### src/rtl/counter_ctrl.sv
// Programmable up/down counter sequencer: IDLE/RUN/HOLD/DONE with auto-reload, pause and stop.
// Optional tick prescaler compiled in with `define CNT_CTRL_PRESCALE_EN.
module counter_ctrl #(
    parameter int WIDTH     = 4,
    parameter int PRE_WIDTH = 4
) (
    input  logic                 clk,
    input  logic                 rst,
    input  logic                 start,
    input  logic                 stop,
    input  logic                 pause,
    input  logic                 mode_auto,
    input  logic                 dir_up,
    input  logic [WIDTH-1:0]     limit,
    input  logic [PRE_WIDTH-1:0] prescale,
    output logic [WIDTH-1:0]     q,
    output logic                 busy,
    output logic                 tc,
    output logic                 done
);

    localparam logic [1:0] S_IDLE = 2'd0;
    localparam logic [1:0] S_RUN  = 2'd1;
    localparam logic [1:0] S_HOLD = 2'd2;
    localparam logic [1:0] S_DONE = 2'd3;

    logic [1:0]       state;
    logic             mode_lat;
    logic             dir_lat;
    logic [WIDTH-1:0] limit_lat;
    logic             tick;
    logic             at_term;
    logic             load;
    logic             run_step;

    // A (re)start is honoured only from IDLE or DONE, and stop beats it in DONE.
    assign load     = start && ((state == S_IDLE) || ((state == S_DONE) && !stop));
    // start in RUN outranks pause but does nothing itself, so counting carries on.
    assign run_step = (state == S_RUN) && !stop && !(pause && !start);
    assign at_term  = dir_lat ? (q == limit_lat) : (q == '0);

    assign busy = (state == S_RUN) || (state == S_HOLD);
    assign done = (state == S_DONE);

`ifdef CNT_CTRL_PRESCALE_EN
    logic [PRE_WIDTH-1:0] pre_cnt;
    logic [PRE_WIDTH-1:0] prescale_lat;

    assign tick = (pre_cnt == prescale_lat);

    always_ff @(posedge clk or negedge rst) begin
        if (!rst) begin
            pre_cnt      <= '0;
            prescale_lat <= '0;
        end else if (load) begin
            pre_cnt      <= '0;
            prescale_lat <= prescale;
        end else if (stop && (state != S_IDLE)) begin
            pre_cnt <= '0;
        end else if (run_step) begin
            pre_cnt <= tick ? '0 : pre_cnt + 1'b1;
        end
    end
`else
    logic unused_prescale;

    assign tick            = 1'b1;
    assign unused_prescale = ^prescale;
`endif

    always_ff @(posedge clk or negedge rst) begin
        if (!rst) begin
            state     <= S_IDLE;
            q         <= '0;
            tc        <= 1'b0;
            mode_lat  <= 1'b0;
            dir_lat   <= 1'b0;
            limit_lat <= '0;
        end else begin
            tc <= 1'b0;
            if (load) begin
                mode_lat  <= mode_auto;
                dir_lat   <= dir_up;
                limit_lat <= limit;
                q         <= dir_up ? '0 : limit;
                state     <= S_RUN;
            end else begin
                case (state)
                    S_IDLE: ;
                    S_RUN: begin
                        if (stop) begin
                            q     <= '0;
                            state <= S_IDLE;
                        end else if (pause && !start) begin
                            state <= S_HOLD;
                        end else if (tick) begin
                            if (at_term) begin
                                tc <= 1'b1;
                                if (mode_lat) begin
                                    q <= dir_lat ? '0 : limit_lat;
                                end else begin
                                    state <= S_DONE;
                                end
                            end else begin
                                q <= dir_lat ? q + 1'b1 : q - 1'b1;
                            end
                        end
                    end
                    S_HOLD: begin
                        if (stop) begin
                            q     <= '0;
                            state <= S_IDLE;
                        end else if (!pause) begin
                            state <= S_RUN;
                        end
                    end
                    S_DONE: begin
                        if (stop) begin
                            q     <= '0;
                            state <= S_IDLE;
                        end
                    end
                    default: state <= S_IDLE;
                endcase
            end
        end
    end

endmodule

### config.mk
export PLATFORM = sky130hd
export DESIGN_NAME = counter_ctrl
export DESIGN_NICKNAME = d
export VERILOG_FILES = /design/src/rtl/counter_ctrl.sv
export SDC_FILE = /design/constraint.sdc
export NUM_CORES = 1
export LEC_CHECK = 0
export CAP_MARGIN = 20
export CORE_MARGIN = 2
export CORE_UTILIZATION = 50
export CTS_CLUSTER_DIAMETER = 200
export CTS_CLUSTER_SIZE = 10
export DETAILED_ROUTE_END_ITERATION = 8
export PLACE_DENSITY = 0.92
export SLEW_MARGIN = 15
export SYNTH_ARGS = -nofsm -noshare
export SYNTH_HDL_FRONTEND = slang
export SYNTH_SLANG_ARGS = --single-unit
### constraint.sdc
create_clock -name clk -period 4.95 [get_ports clk]
set_input_delay 0.99 -clock clk [delete_from_list [all_inputs] [get_ports clk]]
set_output_delay 0.99 -clock clk [all_outputs]
set_load 0.05 [all_outputs]
==> results of run 1 <==
==> where the power goes <==
group	internal, W	switching, W
clock	0.0000312	0.0000332
sequential	0.000155	0.0000641
combinational	0.000264	0.000308
==> worst max path at each step <==
stage and endpoint:
2_1_floorplan state[1], 3_3_place_gp q[1], 3_5_place_dp q[0], 4_1_cts busy, 5_1_grt busy, 6_report busy
==> layout make-up <==
type / instances / share of cell area [%]
multi-input cells: 72 / 51.3
flip-flops and latches: 13 / 27.2
repair buffers: 17 / 14.2
well taps: 25 / 2.62
inverters: 8 / 2.51
clock buffers: 4 / 2.20
==> per-layer routing <==
| metal | vias up | share of wire (%) | routed length [um] | GRT usage, % |
|---|---|---|---|---|
| met5 | - | 0 | 0 | 0 |
| met4 | 0 | 0 | 0 | 7.03 |
| met3 | 0 | 4.5 | 93 | 2.26 |
| met2 | 26 | 51 | 1060 | 37.1 |
| met1 | 409 | 44 | 912 | 26.9 |
| li1 | 384 | - | - | - |
==> synthesized netlist by cell type (2+ instances only) <==
cell       count
nand4_1        3
nor2b_1        2
nor2_1         4
o21ai_0        8
xor2_1         2
nor3_1         2
xnor2_1        5
a21oi_1        3
mux2_2         9
ha_1           8
dfrtp_1       13
o2bb2ai_1      3
nand2_1        2
inv_1          8
mux2_1         2
o21ai_2        2
==> critical path, stage by stage, from the launching register on <==
cell and delay, ps:
dfrtp_1 420, inv_1 100, ha_1 330, clkdlybuf4s50_1 810
==> placed cells by master (no fill, tap or decap), types with 2 or more instances in the layout <==
cell and count:
mux2_1 2, ha_1 8, nand2_1 2, nor2b_1 2
o21ai_2 2, clkdlybuf4s50_1 17, nor3_1 2, dfrtp_1 13
a21oi_1 3, o21ai_0 8, nand4_1 3, mux2_2 9
xor2_1 2, o2bb2ai_1 3, xnor2_1 5, clkbuf_4 3
nor2_1 4, inv_1 8
==> cells by family after synthesis <==
logic type	Yosys count	share of synthesized area, %
compound gates	26	19.4
xor+xnor	7	6.33
fa+ha+maj	9	12.4
buf+inv	8	3.10
flops	13	33.6
mux	12	13.8
simple gates	18	11.4
==> per-stage QoR <==
step / utilization (%) / area [um2]
after CTS: 67.1 / 1200
after floorplan: - / 968
after detailed placement: 65.6 / 1170
final: 67.1 / 1200
after global routing: 67.1 / 1200
after global placement: 65.6 / 1170
==> sequential cells by signal, indices dropped and copies added, names as in the netlist <==
signal     count
tc             1
mode_lat       1
dir_lat        1
state          2
limit_lat      4
q              4
==> results by stage, run 1 <==
Run status:
- The flow ran to the end, and the final reports show no timing, DRC or antenna violations.

Clock tree:
- In this run the post-CTS setup repair buffer count came out at 0.
- CTS built an H-tree with a depth of 1.
- Counting along the longest clock path gives a buffer depth of 2.
- The clock transition at the register clock pins on the worst setup and hold paths after CTS is 80 ps.
- The count of instances resized after the clock tree is built is 0.
- Counting the buffers created by CTS gives 3.
- The worst-skew pair later-pin latency is 270 ps.
- After clock tree synthesis, the flow added hold-fix buffers numbering 0.
- The cell sitting at the root of the clock tree is a clkbuf_4.
- CTS saw 13 sinks.
- The clock tree from TritonCTS is done.

Global routing:
- The number of antenna violations at the first check in global routing is 0.
- The largest net degree at the start of global routing is 14.
- Summed over all layers, the global routing overflow is 0.
- The number of global-route vias before repair came to 792.
- Global routing used 21.1% of the available tracks across all layers.
- The wire length of the first global-routing pass is 3420 um.

Power:
- Across the VDD grid, the largest voltage drop is 0.331 mV.
- After layout, the design draws a total of 0.000856 W.
- The areal power density over the cells is 715 nW/um2.
- The analysis attributes to cell leakage a power of 0.519 nW.

Detailed routing:
- Detailed routing inserted a total of 819 vias.
- The first detailed-routing pass took 4 iterations.
- The total length of routed wires is 2070 um.
- The residual DRC count is 0.
- The average vias per placed instance is 5.89.
- After detailed routing, the average wire length per cell comes to 14.9 um.
- In this run, the number of DRC markers left after iteration 0 of detailed routing was 18.
- Once detail routing completed, the nets flagged for antenna violations numbered 0.

Flow run:
- Max-cap violations in this run came to 0.

STA:
- The max-slew violation total from the final report came to 0.
- Setup repair after global routing left no endpoint under its margin.
- The worst slew slack as a fraction of its limit is 55.1%.
- The upper clock frequency limit is 341 MHz.
- The final hold violation count is 0.
- The post-route minimum period is 2930 ps.
- The setup TNS is 0 ps.
- The total of endpoints with negative setup slack in the final report is 0.
- The clock arrives with 2.70 ps of skew.
- The share of the clock period used by the worst path after layout is 59.2%.
- The transition at the pin with the smallest max-transition slack is 672 ps.
- The worst hold margin is 565 ps.
- The minimum setup slack in the final design is 2020 ps.

Floorplan:
- Row generation in the floorplan step produced 15 rows.
- The die is 48.0 um wide.
- Once the floorplan was initialized, standard cells occupied 54.3% of the core.
- Measured along the y axis, the die boundary spans 48.0 um.
- 22 I/O pins were placed.
- The die covers 2300 um2.
- The placeable core area is 1780 um2.

Synthesis:
- The number of warnings printed during yosys synthesis is 0.
- The cell type with the largest total area after synthesis is dfrtp_1.
- In this run the mean area of a mapped cell was 10.4 um2.
- The leading register cell type out of synthesis is dfrtp_1.
- The post-synthesis cell type count is 33.
- The synthesized netlist occupies a cell area of 968 um2.
- Counting flops with an async set or reset pin after synthesis yields a share of 100%.
- The gate count of the mapped netlist is 93.
- The number of synthesized flops with an enable pin is 0.
- The part of the Yosys area used for sequential elements is 33.6%.
- The count of state elements after synthesis is 13.
- Yosys attributes the largest share of cell area to dfrtp_1 (34%), mux2_2 (10%), ha_1 (10%).
- The synthesized net count is 117.
- The top-area cell type share of the netlist area is 33.6%.

Final layout:
- Relative to the synthesized area, the layout overhead comes to 23.5%.
- The multi-input combinational cells in the finished layout cover a total of 613 um2.
- The total area of sequential cells is 325 um2.
- Once layout is complete, the cells apart from fillers number 139.
- The fraction of final layout cells with drive strength greater than 1 is 15.8%.
- In the final design database the tool counted 139 nets.
- The count of antenna diodes in the layout is 0.
- The filler cell count in the final layout is 141.

Worst hold path:
- The type of the worst min-delay path is reg -> reg.
- The endpoint with the worst hold slack is limit_lat[0].
- The hold path startpoint is limit_lat[0].
- The worst hold path cell count is 1.

Placed design:
- Once placement completed, the tool counted placed cells totaling 135.
- Detailed placement ended at an HPWL of 1640 um.
- The routability congestion estimate from global placement is 0.828.
- The worst setup slack after placement is 2060 ps.
- The count of buffers inserted at the top-level ports is 17.

Critical path:
- The worst reg2reg path depth is 6.
- Tracing the worst setup path back leads to its startpoint at state[0].
- The critical path is of the reg -> out type.
- The critical path data required time is 3960 ps.
- The end of the worst register-to-register path is q[0].
- The nature of the critical path endpoint is an output port.
- The arrival time of data at the critical path endpoint is 1940 ps.
- The highest fanout seen on the critical path is 5.
- In this run the critical register-to-register path is launched from state[0].
- In this run the register-to-register setup slack is 2710 ps.
- The nature of the critical path startpoint is a flop.
Power figures use the tool's default switching activity.
==> run 2, diff against run 1 <==
- CORE_UTILIZATION: 50 -> 49
- PLACE_DENSITY: 0.92 -> 0.9
- clock period: 4.95 -> 2.7 ns (I/O delays scaled with it)
==> results by stage, run 2 (synthesis results as in run 1) <==
Clock tree:
- In this run the clock root is driven by a clkbuf_4.
- The worst-skew pair later-pin latency is 290 ps.
- The H-tree depth is 1.
- No sink is reached through more buffers than the 2 on the longest clock path.
- The number of post-CTS setup repair buffers is 0.
- The clock transition at the register clock pins on the worst setup and hold paths after CTS is 80 ps.
- The tree built by TritonCTS fans out to 13 sinks.
- The number of buffers inserted for hold repair after clock tree synthesis is 0.
- The count of instances resized after the clock tree is built is 0.
- Counting the buffers created by CTS gives 3.
- The clock tree from TritonCTS is done.

Floorplan:
- The die covers 2350 um2.
- The starting utilization of the core area is 50.9%.
- The number of rows in the core area is 16.
- The vertical die dimension is 48.5 um.
- The total I/O pin count is 22.
- The die span in x is 48.5 um.
- In this run the standard cell core region covers 1900 um2.

Global routing:
- The total overflow left after global routing is 0.
- The number of global-route vias before repair was 828.
- Global routing consumed, over all layers together, 20.1% of the routing resources.
- The number of antenna violations at the first check in global routing is 0.
- The first global-routing pass estimated 3650 um of wire.
- Entering global routing, the biggest net connects 14 pins.

Detailed routing:
- In this run, the number of DRC markers left after iteration 0 of detailed routing was 20.
- The residual DRC count is 0.
- In the final routed layout, each cell accounts on average for 14.9 um.
- The via count is 834.
- The first-pass iteration count of the detailed router is 4.
- The count of nets left with antenna violations once routing finished came out at 0.
- The total length of routed wires is 2110 um.
- Using the TritonRoute via totals, the vias-per-cell ratio works out to 5.87.

Final layout:
- The area of all placed cells without fillers is 1210 um2.
- The area growth from synthesis to layout is 24.5%.
- The largest registers in the layout are limit_lat (4), q (4), state (2).
- The number of nets in the layout is 140.
- The finished layout holds 142 standard cells, fillers aside.
- The leading cell type in the layout, fill and taps excluded is clkdlybuf4s50_1.
- The top cell types in the final layout, fill and taps aside, are clkdlybuf4s50_1 (17), dfrtp_1 (13), mux2_2 (9).
- 0 antenna diodes ended up in the layout.
- Cells with a size suffix above 1 make up 16.5% of the layout.

Critical path:
- The setup path with the least slack is of type reg -> out.
- For the worst setup path, the data arrival time is 1970 ps.
- Grouping stages by cell kind, the critical path spends the most delay in buffers and inverters.
- The signal on the critical path passes through inv_1 > ha_1 > clkdlybuf4s50_1.
- Of all nets on the critical path, the largest fanout is 5.
- Counting both buffers and inverters, the worst setup path holds a total of 2.
- For this run, the slowest stage of the critical path takes 820 ps.
- STA classifies the critical path startpoint as a flop.
- The worst register-to-register path begins at state[0].
- The nature of the critical path endpoint is an output port.
- The critical-path cell with the highest stage delay is clkdlybuf4s50_1.
- STA puts the critical path data required time at 2160 ps.
- In this run the worst setup path begins at state[0].

Power:
- The total leakage power is 0.524 nW.
- The areal power density over the cells is 1320 nW/um2.
- The peak supply drop is 0.664 mV.

STA:
- For the final database, setup skew stands at 6.82 ps.
- The worst path uses 93.1% of the clock period.
- On the final layout, the worst hold slack is 565 ps.
- For the pin with the worst max-slew slack, the measured transition is 634 ps.
- The worst path needs 2510 ps of the cycle, external delays included.
- Setup repair after global routing left no endpoint under its margin.
- Derived from the worst setup path, the maximum achievable clock frequency is 398 MHz.
- The final hold violation count came to 0.
- Once routing completed, OpenROAD measured the worst setup slack at 185 ps.
- Headroom to the max-slew limit came out at 57.7%.
- Setup violations remaining at the end of the flow were counted as 0.
- The setup TNS is 0 ps.
- The max-slew violation total from the final report came to 0.

Flow run:
- The number of max-cap violations is 0.

Placed design:
- Summed over all nets, the half-perimeter wirelength after detailed placement is 1610 um.
- Port buffering added 17 buffers.
- The routability congestion estimate from global placement is 0.792.
- The placed instances occupy a cell area of 1180 um2.
- OpenSTA, run right after detailed placement, puts the worst setup slack at 292 ps.
- Including well taps, the total number of placed cells is 138.

Run status:
- The flow ran to the end, and the final reports show no timing, DRC or antenna violations.

Worst hold path:
- The hold path startpoint is mode_lat.
- The type of the worst min-delay path is reg -> reg.
==> run 2: cell count changes in the layout (fill, tap and decap cells not counted), sizes merged <==
cell,previous run,this run
buf,0,1
==> run 2: worst paths after layout <==
check                                end  slack [ps]  depth (start not counted)
worst max-delay path                busy         190                          3
worst min-delay path            mode_lat         570                          1
worst max register to register      q[1]         450                          6
worst min register to register  mode_lat         570                          1
max in group asynchronous           q[2]        1710                          1
min in group asynchronous           q[3]         610                          1
==> run 2: routing by layer <==
metal	track usage (%)	wire, um	vias up
li1	-	-	384
met2	32.2	1030	32
met5	0	0	-
met3	3.70	110	7
met4	10.5	48	0
met1	26.0	923	411
==> run 2: metrics by stage <==
stage	total power, W	util [%]
2_1_floorplan	0.00119	-
5_1_grt	0.00171	63.4
3_5_place_dp	0.00145	62.0
4_1_cts	0.00159	63.4
6_report	0.00159	63.4
3_3_place_gp	0.00140	62.0
==> run 2: report_power, final <==
part / internal, W / switching, W
Sequential: 0.000285 / 0.000118
Clock: 0.0000575 / 0.0000682
Combinational: 0.000490 / 0.000571
Total: 0.000832 / 0.000758
==> run 2: layout make-up <==
cell class,count,area [um2]
Fill cell,143,696
Sequential cell,13,325
Multi-Input combinational cell,72,613
Tap cell,27,33.8
Clock buffer,4,26.3
Timing Repair Buffer,18,178
Inverter,8,30.0
==> run 3, diff against run 2 <==
--- a/config.mk
+++ b/config.mk
@@ -8,5 +8,5 @@
 export CAP_MARGIN = 20
-export CORE_MARGIN = 2
+export CORE_MARGIN = 5
 export CORE_UTILIZATION = 49
-export CTS_CLUSTER_DIAMETER = 200
+export CTS_CLUSTER_DIAMETER = 60
 export CTS_CLUSTER_SIZE = 10
==> constraint.sdc (replaced) <==
create_clock -name clk -period 2.7 [get_ports clk]
set_input_delay 0.405 -clock clk [delete_from_list [all_inputs] [get_ports clk]]
set_output_delay 0.405 -clock clk [all_outputs]
set_load 0.05 [all_outputs]
==> results by stage, run 3 (synthesis results as in run 1) <==
Run status:
- The run finished with clean final reports.

Clock tree:
- The maximum clock insertion buffer count is 2.
- The buffer type at the clock tree root is clkbuf_4.
- The worst-skew pair later-pin latency is 290 ps.
- The clock transition at the register clock pins on the worst setup and hold paths after CTS is 80 ps.
- The count of instances resized after the clock tree is built is 0.
- The H-tree depth is 1.
- TritonCTS built the clock tree.
- Clock tree synthesis inserted a total of 3 buffers.
- The number of buffers inserted for hold repair after clock tree synthesis is 0.
- Post-CTS timing repair inserted 0 buffers for setup.
- The clock drives 13 sinks.

STA:
- The worst slew slack as a fraction of its limit is 52.1%.
- The post-route minimum period is 2350 ps.
- The final hold violation count is 0.
- The setup TNS is 0 ps.
- Setup violations remaining at the end of the flow were counted as 0.
- Setup repair after global routing left no endpoint under its margin.
- After layout, the worst setup slack is 354 ps.
- The post-route clock skew is 7.77 ps.
- The max-slew violation total from the final report came to 0.
- Derived from the worst setup path, the maximum achievable clock frequency is 426 MHz.
- After layout, the worst path uses 86.9% of the clock period.
- At the pin with the least slew margin, the transition time is 717 ps.

Critical path:
- Of all nets on the critical path, the largest fanout is 5.
- STA classifies the critical path startpoint as a flop.
- The critical path data required time is 2300 ps.
- At the worst endpoint, the arrival time is 1940 ps.
- The critical path start-end classification is reg -> out.
- The nature of the critical path endpoint is an output port.

Worst hold path:
- The type of the worst min-delay path is in -> async.

Detailed routing:
- After detailed routing, the number of remaining DRC violations is 0.
- The total length of routed wires is 2020 um.
- The number of nets still failing antenna checks after routing is 0.
- The DRC marker count from the first detailed-route iteration is 19.
- The via count is 797.
- The average vias per placed instance is 5.61.
- After detailed routing, the average wire length per cell comes to 14.2 um.
- The first detailed-routing pass took 4 iterations.

Floorplan:
- The die covers 2970 um2.
- The vertical die dimension is 54.5 um.
- The total area inside the core boundary comes to 1920 um2.
- The total I/O pin count is 22.
- The number of rows in the core area is 16.
- The starting utilization of the core area is 50.4%.
- The die span in x is 54.5 um.

Power:
- Power spread over the standard cell area amounts to 1300 nW/um2.
- The total leakage power is 0.527 nW.
- The peak supply drop is 0.619 mV.

Final layout:
- The fraction of final layout cells with drive strength greater than 1 is 17.4%.
- The count of antenna diodes in the layout is 0.
- The leading cell type in the layout, fill and taps excluded is clkdlybuf4s50_1.
- The library cells used most frequently in the layout, excluding fill and tap cells, are clkdlybuf4s50_1 (17), dfrtp_1 (13), mux2_2 (9).
- The end-of-flow core utilization is 62.8%.
- The area of all placed cells without fillers is 1210 um2.
- At the end of the flow, the number of nets in the layout was 140.
- Relative to the synthesized area, the layout overhead comes to 24.7%.
- The largest registers in the layout are limit_lat (4), q (4), state (2).

Placed design:
- After detailed placement, the total cell area comes to 1180 um2.
- The count of buffers added on input and output ports is 17.
- OpenSTA, run right after detailed placement, puts the worst setup slack at 395 ps.
- At the end of routability-driven placement, the weighted congestion stood at 0.880.
- The wire-length estimate of the detail-placed layout is 1610 um.

Global routing:
- The first global-routing pass estimated 3470 um of wire.
- For this run the aggregate overflow at the end of global routing stands at 0.
- The number of global-route vias before repair was 800.
- Entering global routing, the biggest net connects 14 pins.
- The number of antenna violations at the first check in global routing is 0.
- The all-layer global routing usage is 16.7%.

Flow run:
- The number of max-cap violations is 0.
==> run 3: where the power goes <==
part           total (W)  switching [W]  internal (W)
registers       0.000400       0.000115      0.000285
clock network   0.000124      0.0000690     0.0000552
logic            0.00105       0.000562      0.000489
total            0.00158       0.000746      0.000829
==> run 3: worst paths after layout <==
kind	end	slack (ps)	cells after the start	from
max reg2reg	q[2]	420	6	state[0]
min reg2reg	limit_lat[1]	570	1	limit_lat[1]
max in group asynchronous	state[0]	1850	1	rst
min in group clk	limit_lat[1]	570	1	limit_lat[1]
max	busy	350	3	state[1]
min	q[1]	470	1	rst
==> run 3: critical path: stages, from the launching register on <==
cell	delay, ps
dfrtp_1	420
inv_1	100
ha_1	320
clkdlybuf4s50_1	810
==> run 3: layout make-up <==
class,instances,area (um2)
fillers,162,714
clock buffers,3,22.5
clock inverters,1,5.00
flip-flops and latches,13,325
multi-input cells,72,613
well taps,27,33.8
inverters,8,30.0
repair buffers,18,178
==> run 3: metrics by stage <==
stage / hold slack [ps] / std cells / power (W)
after global routing: 529 / 142 / 0.00171
after CTS: 500 / 142 / 0.00158
after floorplan: 109 / 93 / 0.00119
after global placement: 537 / 138 / 0.00140
final: 472 / 142 / 0.00158
after detailed placement: 551 / 138 / 0.00144
==> run 3: per-layer routing <==
| metal | vias to the layer above | wire, um | track usage (%) |
|---|---|---|---|
| met5 | - | 0 | 0 |
| met4 | 0 | 44 | 8.71 |
| met3 | 5 | 122 | 5.72 |
| met2 | 25 | 985 | 27.5 |
| met1 | 380 | 866 | 19.0 |
| li1 | 387 | - | - |
